`src/rtl/hd_load_mon_pkg.sv`:
```
// Shared types and helpers for the multi-channel clock-load monitor.
// Imported by the toggle counter and the monitor top.
package hd_load_mon_pkg;

  typedef enum logic [1:0] {
    IDLE  = 2'd0,
    PRIME = 2'd1,
    RUN   = 2'd2
  } state_t;

  function automatic logic [31:0] sat_add(
    input logic [31:0] a,
    input logic        inc,
    input logic [31:0] max
  );
    if (inc && (a != max)) return a + 32'd1;
    return a;
  endfunction

endpackage

```
`src/rtl/hd_toggle_ctr.sv`:
```
// Per-channel toggle counter: previous-sample register plus a
// saturating accumulator of sampled edges.
import hd_load_mon_pkg::*;

module hd_toggle_ctr #(
  parameter int CNT_W = 8
) (
  input  logic             clk,
  input  logic             rst_n,
  input  logic             clr,
  input  logic             step,
  input  logic             a,
  output logic [CNT_W-1:0] acc_next,
  output logic [CNT_W-1:0] acc
);

  localparam logic [CNT_W-1:0] MAX = '1;

  logic             prev_q, prev_d;
  logic [CNT_W-1:0] acc_q, acc_d;

  always_comb begin
    acc_next = CNT_W'(sat_add(32'(acc_q), a ^ prev_q, 32'(MAX)));
    prev_d   = step ? a : prev_q;
    acc_d    = acc_q;
    if (clr)       acc_d = '0;
    else if (step) acc_d = acc_next;
  end

  always_ff @(posedge clk) begin
    if (!rst_n) begin
      prev_q <= 1'b0;
      acc_q  <= '0;
    end else begin
      prev_q <= prev_d;
      acc_q  <= acc_d;
    end
  end

  assign acc = acc_q;

endmodule

```
`src/rtl/hd_load_monitor.sv`:
```
// Multi-channel load monitor: windowed toggle counts, dead-net flags
// and a VALID/ACK result handshake with sticky overwrite flag.
import hd_load_mon_pkg::*;

module hd_load_monitor #(
  parameter int NCH    = 4,
  parameter int CNT_W  = 8,
  parameter int WINDOW = 16
) (
  input  logic                 CK,
  input  logic                 RN,
  input  logic                 EN,
  input  logic [NCH-1:0]       A,
  input  logic                 ACK,
  output logic [NCH*CNT_W-1:0] CNT,
  output logic [NCH-1:0]       DEAD,
  output logic                 VALID,
  output logic                 OVF
);

  localparam int WIN_W = (WINDOW > 2) ? $clog2(WINDOW) : 1;
  localparam logic [WIN_W-1:0] WIN_LAST = WIN_W'(WINDOW - 1);

  state_t                 state_q, state_d;
  logic [WIN_W-1:0]       win_q, win_d;
  logic [NCH*CNT_W-1:0]   cnt_q, cnt_d;
  logic [NCH-1:0]         dead_q, dead_d;
  logic                   valid_q, valid_d;
  logic                   ovf_q, ovf_d;

  logic                   clr, step, win_end;
  logic [CNT_W-1:0]       acc_next [NCH];
  logic [CNT_W-1:0]       acc      [NCH];
  logic [NCH-1:0]         zero;

  for (genvar i = 0; i < NCH; i++) begin : g_ch
    hd_toggle_ctr #(
      .CNT_W(CNT_W)
    ) u_ctr (
      .clk     (CK),
      .rst_n   (RN),
      .clr     (clr),
      .step    (step),
      .a       (A[i]),
      .acc_next(acc_next[i]),
      .acc     (acc[i])
    );
    // a saturating add never decreases, so both are zero only if no toggle
    assign zero[i] = ~|{acc[i], acc_next[i]};
  end

  always_comb begin
    state_d = state_q;
    win_d   = win_q;
    cnt_d   = cnt_q;
    dead_d  = dead_q;
    valid_d = valid_q;
    ovf_d   = ovf_q;
    clr     = 1'b1;
    step    = 1'b0;
    win_end = 1'b0;

    unique case (state_q)
      IDLE: begin
        if (EN) state_d = PRIME;
      end
      PRIME: begin
        step    = 1'b1;
        win_d   = '0;
        state_d = EN ? RUN : IDLE;
      end
      RUN: begin
        if (!EN) begin
          state_d = IDLE;
          win_d   = '0;
        end else begin
          step    = 1'b1;
          win_end = (win_q == WIN_LAST);
          clr     = win_end;
          win_d   = win_end ? '0 : win_q + 1'b1;
        end
      end
      default: state_d = IDLE;
    endcase

    if (valid_q && ACK) valid_d = 1'b0;

    if (win_end) begin
      valid_d = 1'b1;
      if (valid_q && !ACK) ovf_d = 1'b1;
      for (int i = 0; i < NCH; i++)
        cnt_d[i*CNT_W +: CNT_W] = acc_next[i];
      dead_d = zero;
    end
  end

  always_ff @(posedge CK) begin
    if (!RN) begin
      state_q <= IDLE;
      win_q   <= '0;
      cnt_q   <= '0;
      dead_q  <= '0;
      valid_q <= 1'b0;
      ovf_q   <= 1'b0;
    end else begin
      state_q <= state_d;
      win_q   <= win_d;
      cnt_q   <= cnt_d;
      dead_q  <= dead_d;
      valid_q <= valid_d;
      ovf_q   <= ovf_d;
    end
  end

  assign CNT   = cnt_q;
  assign DEAD  = dead_q;
  assign VALID = valid_q;
  assign OVF   = ovf_q;

endmodule

```
`config.mk`:
```
export PLATFORM = sky130hd
export DESIGN_NAME = hd_load_monitor
export DESIGN_NICKNAME = d
export VERILOG_FILES = /design/src/rtl/hd_load_mon_pkg.sv /design/src/rtl/hd_toggle_ctr.sv /design/src/rtl/hd_load_monitor.sv
export SDC_FILE = /design/constraint.sdc
export NUM_CORES = 1
export LEC_CHECK = 0
export ABC_AREA = 0
export CAP_MARGIN = 40
export CELL_PAD_IN_SITES_DETAIL_PLACEMENT = 2
export CELL_PAD_IN_SITES_GLOBAL_PLACEMENT = 2
export CORE_AREA = 2 2 111 113
export CTS_BUF_LIST = sky130_fd_sc_hd__clkbuf_8
export DETAILED_ROUTE_END_ITERATION = 6
export DIE_AREA = 0 0 113 115
export GPL_ROUTABILITY_DRIVEN = 0
export PLACE_DENSITY = 0.82
export SETUP_SLACK_MARGIN = 0.5
export SYNTH_ARGS = -nofsm -noshare
export SYNTH_HDL_FRONTEND = slang
export SYNTH_SLANG_ARGS = --single-unit
```
`constraint.sdc`:
```
create_clock -name CK -period 2 [get_ports CK]
set_input_delay 0.3 -clock CK [delete_from_list [all_inputs] [get_ports CK]]
set_output_delay 0.3 -clock CK [all_outputs]
set_load 0.02 [all_outputs]
```
==> results of run 1 <==
## kinds of logic after synthesis
family	count (synthesis)
simple gates	194
compound gates	113
buf+inv	48
mux	10
xor+xnor	34
flops	80
fa+ha+maj	12
## metrics by stage
stage | worst slack, ns | cells | instance area, um2
after floorplan | 0.433 | 491 | 4170
after global placement | 0.0778 | 678 | 4860
after detailed placement | -0.0189 | 678 | 4860
after CTS | 0.318 | 747 | 6140
## timing repair
action | 4_1_cts
gates cloned | 10
buffers inserted | 43
setup endpoints to repair | 111
hold buffers | 0
pin swaps | 44
gates resized for setup | 209
==> out/metrics.yaml, run 1 <==
clocking:
  cts.sinks: 80
  cts_made_buffers: 9
  clockBufferDepth: 2
  ctsRootBufferMaster: "clkbuf_8"
  h-tree-depth: 3
placed_design:
  io_buffer_count: 45
  hpwl_um: 8850
synthesis:
  yosys-mux-area-fraction_pct: 2.50
  synthFlopType: "dfxtp_1"
  synth_edf_count: 0
  synth_top_family_by_area: "simple AND/OR/NAND/NOR gates"
  synth-compound-area-share_pct: 18.0
  syn_inst: 491
  ys_top_cells_by_count: "dfxtp_1, nand2_1, nor2_1"
  synth_seq_cells: 80
  synthAdderAreaFrac_pct: 3.71
  ys_seq_area_share_pct: 39.5
  yosys-top-cells-area: "dfxtp_1, a21oi_1, xnor2_1"
  synthDistinctLibCells: 49
  yosysMostFrequentCell: "dfxtp_1"
  ys_warn_count: 0
  synth.top_cell.area_share_pct: 39.5
  synth_top_area_cell: "dfxtp_1"
  syn_nets: 511
  syn_area_per_cell_um2: 8.25
  synth-xor-area-share_pct: 8.09
  synth-simple-area-share_pct: 23.2
  synthArstFlopShare_pct: 0
  netlist_area_mm2: 0.00405
floorplanning:
  rows: 40
  die_h_um: 115
  start_util_pct: 34.3
  ioPinCount: 46
  fp.dieW_um: 113
timing:
  endpoint_type: "sequential cell input"
  postGrtWorstEndpoint: "g_ch[0].u_ctr.acc[4]$_SDFFE_PP0P_/D"
run_status:
  haltStage: "global routing (5_1_grt)"
  error_message: "[ERROR DPL-0033] detailed placement checks failed during check placement."
  status: "stopped before the end"
grt:
  grt_max_degree: 26
  antenna_found_initial: 0
==> run 2: changes to the inputs <==
Settings changed: CELL_PAD_IN_SITES_DETAIL_PLACEMENT 2 to unset, CELL_PAD_IN_SITES_GLOBAL_PLACEMENT 2 to unset, CORE_AREA 2 2 111 113 to 2 2 120 122, CTS_BUF_LIST sky130_fd_sc_hd__clkbuf_8 to unset, DIE_AREA 0 0 113 115 to 0 0 122 124, PLACE_DENSITY 0.82 to unset, PLACE_DENSITY_LB_ADDON set to 0.15, SETUP_SLACK_MARGIN 0.5 to unset.
==> run 2 against run 1 <==
The run now ends clean; synthesized cell count did not move; synthesized area stayed put.
==> out/metrics.yaml, run 2 <==
run_status:
  status: "completed"
detailed_routing:
  drtPass1Iterations: 4
  routedWlPerCell_um: 13.9
  dr_total_vias: 3475
  drt_iter0_drc: 184
  wl_um: 10100
  drt-vias-per-instance: 4.79
  drc: 0
  ant_nets: 0
clocking:
  cts_tree: "built"
  clk_pin_slew_ns: 0.06
  postCtsResizedCells: 0  # -100%
  cts_made_buffers: 9  # unchanged
  post-cts-setup-buffers: 0  # -100%
  cts_hold_buf: 0  # unchanged
  clockBufferDepth: 2  # unchanged
  insertion_delay_ns: 0.34
  cts.sinks: 80  # unchanged
  ctsRootBufferMaster: "clkbuf_16"
  h-tree-depth: 3  # unchanged
worst_setup_path:
  crit_type: "reg2reg"
  setup.worst_path.start_class: "flop"
  cp-end-kind: "flop"
  critPathMaxFanout: 21
  required_ns: 2.28
  crit_arrival_ns: 2.06
timing:
  slew_headroom_pct: 71.7
  skew_ns: 0.00591
  drv_slew: 0
  setup_ws_ns: 0.214
  hold_ws_ns: 0.462
  fin_tns_setup_ns: 0
  hold_viol_final: 0
  setup_viol: 0
  tightestPinTransition_ns: 0.425
  rsz0062_at_grt: "false"
  post-route-min-period_ns: 1.79
  max_freq_ghz: 0.560
  fin_crit_sh_pct: 89.3
final_layout:
  mostFrequentLayoutCells: "dfxtp_1, nand2_1, nor2_1, a21oi_1, clkdlybuf4s50_1"
  fillCellCount: 1411
  diodes: 0
  fin_util_pct: 37.6
  syn2layout_area_growth_pct: 27.4
  fin_nets: 560
  drive_gt1_share_pct: 10.8
  layout_commonest_cell: "dfxtp_1"
synthesis:
  syn_nets: 511  # unchanged
  syn_inst: 491  # unchanged
  ys_warn_count: 0  # unchanged
  syn_area_per_cell_um2: 8.25  # unchanged
  ys_top_cells_by_count: "dfxtp_1, nand2_1, nor2_1"
  yosysMostFrequentCell: "dfxtp_1"
  netlist_area_mm2: 0.00405  # unchanged
  synth_top_area_cell: "dfxtp_1"
  yosys-top-cells-area: "dfxtp_1, a21oi_1, xnor2_1"
  synth_seq_cells: 80  # unchanged
  synth.top_cell.area_share_pct: 39.5  # unchanged
  synth_edf_count: 0  # unchanged
  synthFlopType: "dfxtp_1"
  ys_seq_area_share_pct: 39.5  # unchanged
  synthArstFlopShare_pct: 0  # unchanged
  synthDistinctLibCells: 49  # unchanged
worst_hold_path:
  hp-class: "reg2reg"
placed_design:
  io_buffer_count: 45  # unchanged
  hpwl_um: 7010  # -21%
  place_ws_ns: 0.00708  # +0.0259 ns
job:
  cap_violations: 0
floorplanning:
  ioPinCount: 46  # unchanged
  rows: 43  # +7.5%
  start_util_pct: 29.5  # -4.8 points
  die_h_um: 124  # +7.8%
  fp.dieW_um: 122  # +8.0%
  core-area_mm2: 0.0137
  dieArea_mm2: 0.0151
power:
  powerDensity_mw_per_mm2: 686
  ir_worst_vdd_v: 0.000308
  p_leak_nw: 1.68
grt:
  grt_max_degree: 34
  grt.overflow.total: 0
  grtUsageTotal_pct: 14.6
  antenna_found_initial: 0
  grt_pass1_vias: 3413
  grt_pass1_wl_um: 17100
## run 2: cell counts after synthesis
Identical to the previous run, type by type.
## run 2: power breakdown
part           switching [mW]  leakage [nW]  internal, mW
logic                   0.134         0.891         0.101
registers             0.00683         0.644          1.60
clock network           0.658         0.143          1.04
## run 2: layout make-up
| cell class | instances | area (um2) | share of cell area, % |
|---|---|---|---|
| clock buffer | 14 | 264 | 5.12 |
| clock inverter | 2 | 37.5 | 0.727 |
| inverter | 17 | 63.8 | 1.24 |
| multi-input combinational | 363 | 2260 | 43.8 |
| sequential | 80 | 1600 | 31.0 |
| tap | 180 | 225 | 4.36 |
| timing repair buffer | 69 | 706 | 13.7 |
## run 2: logic make-up after synthesis
group                    after synthesis  share of synthesized area [%]
AND/OR/NAND/NOR                      194                           23.2
AO/OA/AOI/OAI                        113                           18.0
buffers and inverters                 48                           4.91
flip-flops                            80                           39.5
XOR/XNOR                              34                           8.09
adder cells (fa/ha/maj)               12                           3.71
multiplexers                          10                           2.50
## run 2: stage by stage
| step | area [um2] | cells | total power [mW] |
|---|---|---|---|
| detailed placement | 4850 | 709 | 1.88 |
| CTS | 5150 | 725 | 3.60 |
| global placement | 4850 | 709 | 1.87 |
| floorplan | 4050 | 491 | 1.77 |
| global route | 5160 | 725 | 3.69 |
| finish | 5160 | 725 | 3.54 |
## run 2: routing by layer
layer | GRT usage (%) | routed length (um) | vias up
li1 | - | - | 1800
met1 | 19.9 | 5130 | 1610
met2 | 22.1 | 4440 | 50
met3 | 2.70 | 317 | 15
met4 | 7.40 | 221 | 0
met5 | 0 | 0 | -
## run 2: worst max-delay path, cell delays in order, from the launching register on
cell	delay, ns
dfxtp_1	0.37
ha_1	0.20
nand3_1	0.18
or2_2	0.51
nor3_1	0.32
a21oi_1	0.06
nor2_1	0.09
## run 2: final timing paths
check / start / to / slack [ns] / depth (start not counted)
max reg2reg: win_q[0] / CNT[18] / 0.21 / 6
min: CNT[10] / CNT[10] / 0.46 / 2
max: win_q[0] / CNT[18] / 0.21 / 6
min reg2reg: CNT[10] / CNT[10] / 0.46 / 2
No activity file was read; power rests on OpenSTA's default activity.
